[config.mk]
export PLATFORM = sky130hd
export DESIGN_NAME = adc_rx
export DESIGN_NICKNAME = d
export VERILOG_FILES = /design/src/rtl/adc_rx.sv
export SDC_FILE = /design/constraint.sdc
export NUM_CORES = 1
export LEC_CHECK = 0
export ABC_AREA = 1
export ABC_CLOCK_PERIOD_IN_PS = 1400
export BUFFER_PORTS_ARGS = -buffer_cell sky130_fd_sc_hd__buf_2
export CAP_MARGIN = 25
export CORE_ASPECT_RATIO = 1.2
export CORE_UTILIZATION = 50
export CTS_CLUSTER_SIZE = 14
export DETAILED_ROUTE_END_ITERATION = 10
export PLACE_DENSITY = 0.71
export SYNTH_ARGS = -nofsm -noshare
export SYNTH_HDL_FRONTEND = slang
export SYNTH_SLANG_ARGS = --single-unit
[constraint.sdc]
create_clock -name clk_i -period 1.4 [get_ports clk_i]
set_input_delay 0.07 -clock clk_i [delete_from_list [all_inputs] [get_ports clk_i]]
set_output_delay 0.07 -clock clk_i [all_outputs]
set_load 0.05 [all_outputs]
[src/rtl/adc_rx.sv]
// SPI mode-0 read master for the bolometer ADC: on request, drops CS, clocks in one
// MSB-first word on rising SCLK edges and presents it with a one-cycle valid strobe.
module adc_rx #(
   parameter int DATA_WIDTH = 12,
   parameter int CLK_DIV    = 4
) (
   input  logic                  clk_i,
   input  logic                  rst_i,
   input  logic                  start_i,
   input  logic                  miso_i,
   output logic                  cs_o,
   output logic                  sclk_o,
   output logic [DATA_WIDTH-1:0] data_o,
   output logic                  valid_o,
   output logic                  busy_o,
   output logic [1:0]            dbg_state_o
);

   typedef enum logic [1:0] {
      IDLE  = 2'd0,
      SETUP = 2'd1,
      SHIFT = 2'd2,
      DONE  = 2'd3
   } state_t;

   localparam int BIT_W = $clog2(DATA_WIDTH + 1);
   localparam int DIV_W = (CLK_DIV > 1) ? $clog2(CLK_DIV) : 1;
   localparam logic [DIV_W-1:0] LAST_DIV = DIV_W'(CLK_DIV - 1);
   localparam logic [BIT_W-1:0] LAST_BIT = BIT_W'(DATA_WIDTH - 1);

   state_t                state_q, state_d;
   logic [DIV_W-1:0]      div_q, div_d;
   logic [BIT_W-1:0]      bit_q, bit_d;
   logic [DATA_WIDTH-1:0] shift_q, shift_d;
   logic [DATA_WIDTH-1:0] data_q, data_d;
   logic                  cs_q, cs_d;
   logic                  sclk_q, sclk_d;
   logic                  valid_q, valid_d;
   logic                  busy_q, busy_d;

   // Outputs are computed for the next state and registered, so each output
   // changes on the same edge as the state it belongs to.
   always_comb begin
      state_d = state_q;
      div_d   = div_q;
      bit_d   = bit_q;
      shift_d = shift_q;
      data_d  = data_q;
      cs_d    = cs_q;
      sclk_d  = sclk_q;
      valid_d = 1'b0;
      busy_d  = busy_q;
      case (state_q)
         IDLE: begin
            cs_d   = 1'b1;
            sclk_d = 1'b0;
            busy_d = 1'b0;
            div_d  = '0;
            bit_d  = '0;
            if (start_i) begin
               state_d = SETUP;
               cs_d    = 1'b0;
               busy_d  = 1'b1;
            end
         end
         SETUP: begin
            if (div_q == LAST_DIV) begin
               state_d = SHIFT;
               div_d   = '0;
            end else begin
               div_d = div_q + 1'b1;
            end
         end
         SHIFT: begin
            if (div_q == LAST_DIV) begin
               div_d = '0;
               // The edge that raises SCLK is the one that samples MISO.
               if (!sclk_q) begin
                  sclk_d  = 1'b1;
                  shift_d = (shift_q << 1) | DATA_WIDTH'(miso_i);
               end else begin
                  sclk_d = 1'b0;
                  bit_d  = bit_q + 1'b1;
                  if (bit_q == LAST_BIT) begin
                     state_d = DONE;
                     cs_d    = 1'b1;
                     valid_d = 1'b1;
                     data_d  = shift_q;
                  end
               end
            end else begin
               div_d = div_q + 1'b1;
            end
         end
         DONE: begin
            state_d = IDLE;
            busy_d  = 1'b0;
         end
         default: state_d = IDLE;
      endcase
   end

   always_ff @(posedge clk_i) begin
      if (rst_i) begin
         state_q <= IDLE;
         div_q   <= '0;
         bit_q   <= '0;
         shift_q <= '0;
         data_q  <= '0;
         cs_q    <= 1'b1;
         sclk_q  <= 1'b0;
         valid_q <= 1'b0;
         busy_q  <= 1'b0;
      end else begin
         state_q <= state_d;
         div_q   <= div_d;
         bit_q   <= bit_d;
         shift_q <= shift_d;
         data_q  <= data_d;
         cs_q    <= cs_d;
         sclk_q  <= sclk_d;
         valid_q <= valid_d;
         busy_q  <= busy_d;
      end
   end

   assign cs_o        = cs_q;
   assign sclk_o      = sclk_q;
   assign data_o      = data_q;
   assign valid_o     = valid_q;
   assign busy_o      = busy_q;
   assign dbg_state_o = state_q;

endmodule

==> out/qor.csv <==
metric,value,unit
"critical path, cell by cell","inv_4, ha_4, inv_4, nor3_4, buf_4, nor2_1, nor2_1",
WHS,0.0348,ns
clk_lat worst skew,0.34,ns
non-filler instance count after layout,286,
DR iter-0 viols,31,
area taken by flip-flops and latches,736,µm²
GRT Util Overall,19.3,%
antenna violations before repair,0,
worst hold path type,primary input to register,
YS warnings,0,
worst path buffer plus inverter count,3,
total power,3.00,mW
H-Tree Depth,2,
"Setup violations, final",0,
DIE AREA,3380,µm²
crit start category,register,
TritonCTS buffer count,5,
Detailed Place HPWL,1.96,mm
I/O pin count,22,
Slew Limit Fails,0,
synthesized flop and latch total,36,
register area share after synthesis,45.8,%
endpoints failing hold,0,
Max stage delay on crit path,0.37,ns
diodes inserted,0,
grt ovf,0,
"Req. time, crit path",1.67,ns
gp weighted congestion,0.842,
measured slew at the worst slew-check pin,0.276,ns
VDD IR max,0.00123,V
minimum clock period,1.33,ns
Inst Count DP,272,
clock tree from TritonCTS,built,
reg2reg path depth,7,
CP Capture Type,register,
post-synthesis cell count,215,
Bufs on Longest Clock Path,2,
Internal Power,1.88,mW
Core Footprint,2890,µm²
static leakage,0.893,nW
cell area after synthesis,1580,µm²
height of the die,63.5,µm
largest net degree at the start of global routing,26,
vias in the first global route,1220,
Rel. slew slack,81.4,%
Worst EP arrival,1.60,ns
Comb pwr share,38.5,%
"Slowest-stage cell, CP",dfxtp_4,
root buffer cell,clkbuf_4,
Multi-input gate area,766,µm²
Hold Path Depth,3,
Syn Nets,227,
fin nets,263,
cell row count,21,
Setup TNS Final,0,ns
DRT antenna net count,0,
via/cell ratio,4.84,
synthesized area per cell,7.33,µm²
layout cell share with drive strength beyond 1,25.0,%
Yosys cell types,18,
crit-path leading delay family,simple AND/OR/NAND/NOR gates,
switching pwr,1.12,mW
clock share of power,21.2,%
CTS sink cnt,36,
outcome,"finished, final reports clean",
Die X,53.2,µm
Filler cells,270,
IO Port Bufs,21,
synth-to-layout area growth,24.8,%
# DRC,0,
fmax,0.751,GHz
RSZ-0062 raised after global routing,true,
Crit. path cell count,7,
routed len/inst,10.8,µm
routed wire length,3.09,mm
Clock Skew,0.0110,ns
Cell Pwr Density,1530,nW/µm²
critical path peak fanout,5,
Sw Ratio,37.3,%
starting density of the core,54.5,%
"Clk pin slew, worst setup/hold paths",0.11,ns
Flop pwr share,40.3,%
Vias,1385,
Crit Path Category,register to register,
period utilization,95.1,%
Max-Cap Viols,0,
Initial DRT Pass Iterations,5,
first-pass GRT wire length,4.77,mm
==> metal layers <==
metal  vias up  part of all wire [%]  routed length (µm)  global-route usage [%]
met5         -                     0                   0                       0
met4         0                   1.7                  53                    8.88
met3         6                   3.5                 108                    7.25
met2        25                    49                1530                    33.3
met1       612                    45                1400                    19.6
li1        742                     -                   -                       -
==> cell usage in the layout (no fill, tap or decap), types with 4 or more instances in the layout <==
cell type	Yosys	layout
nand2_1	54	51
nor2_1	34	32
dfxtp_1	36	30
inv_1	29	27
buf_2	3	21
a21oi_1	18	18
o21ai_0	14	12
buf_4	0	10
nand3_1	7	7
clkbuf_4	0	5
ha_1	8	4
==> logic make-up (layout without fill, tap and decap cells) <==
group,Yosys count,in the layout,share of synthesized area (%)
and+or+nand+nor,100,101,26.1
buffers and inverters,37,73,10.5
DFF,36,36,45.8
AOI/OAI and AO/OA,34,34,11.4
adders and majority gates,8,8,6.35
==> cell type report <==
type | instances | area share (%)
multi-input cells | 143 | 39.0
flip-flops and latches | 36 | 37.4
repair buffers | 35 | 11.8
inverters | 30 | 5.98
clock buffers | 7 | 3.37
well taps | 34 | 2.16
clock inverters | 1 | 0.255
==> synth_stat cells <==
master	instances	share of area [%]
a21oi_1	18	5.7
buf_1	1	0.24
buf_2	3	0.95
buf_6	3	2.1
dfxtp_1	36	46
ha_1	8	6.4
inv_1	29	6.9
inv_2	1	0.24
nand2_1	54	13
nand3_1	7	2.2
nand3_2	1	0.64
nand4_1	2	0.79
nor2_1	34	8.1
nor3_4	1	1.0
nor4_1	1	0.40
o211a_1	1	0.64
o21ai_0	14	4.4
o21ai_2	1	0.56
==> sequential cells by signal, summed over array words and instances (netlist names) <==
name,flops
bit_q,4
busy_o,1
cs_o,1
data_o,12
dbg_state_o,2
div_q,2
sclk_o,1
shift_q,12
valid_o,1
==> worst reg2reg max path: cells and delay by family (launching register included) <==
family / cells / cell delay (ns)
adder cells (fa/ha/maj): 1 / 0.16
buffers and inverters: 3 / 0.33
AND/OR/NAND/NOR: 3 / 0.41
flip-flops: 1 / 0.37
==> path summary, 6_finish.rpt <==
path                        from  slack [ns]           to
setup / recovery  dbg_state_o[0]        0.07    data_o[9]
setup reg to reg  dbg_state_o[0]        0.07    data_o[9]
hold reg to reg      shift_q[11]        0.46  shift_q[11]
hold / removal            miso_i        0.03   shift_q[0]
==> metrics by stage <==
step                setup slack [ns]  util, %  instance area, µm²
detailed placement           -0.0223     61.7                1780
finish                        0.0682     68.0                1970
floorplan                     0.0119        -                1610
CTS                           0.0161     64.9                1880
global route                 -0.0145     68.0                1970
global placement              0.0159     61.7                1780
==> power by group through the flow <==
stage | Clock, mW | Sequential, mW | Combinational (mW)
floorplan | 0 | 1.37 | 0.605
global placement | 0 | 1.21 | 1.05
detailed placement | 0 | 1.21 | 1.05
CTS | 0.667 | 1.19 | 1.07
global route | 0.701 | 1.22 | 1.29
finish | 0.637 | 1.21 | 1.16
==> timing repair <==
item                       in CTS  in global routing
pin swaps                       0                  2
hold endpoints to repair        5                  0
setup buffers                   0                  2
hold buffers                    1                  0
cloned                          0                  3
gates resized for setup         3                 19
setup endpoints to repair      19                 30
Note: power is estimated with default switching activity, not from simulation.
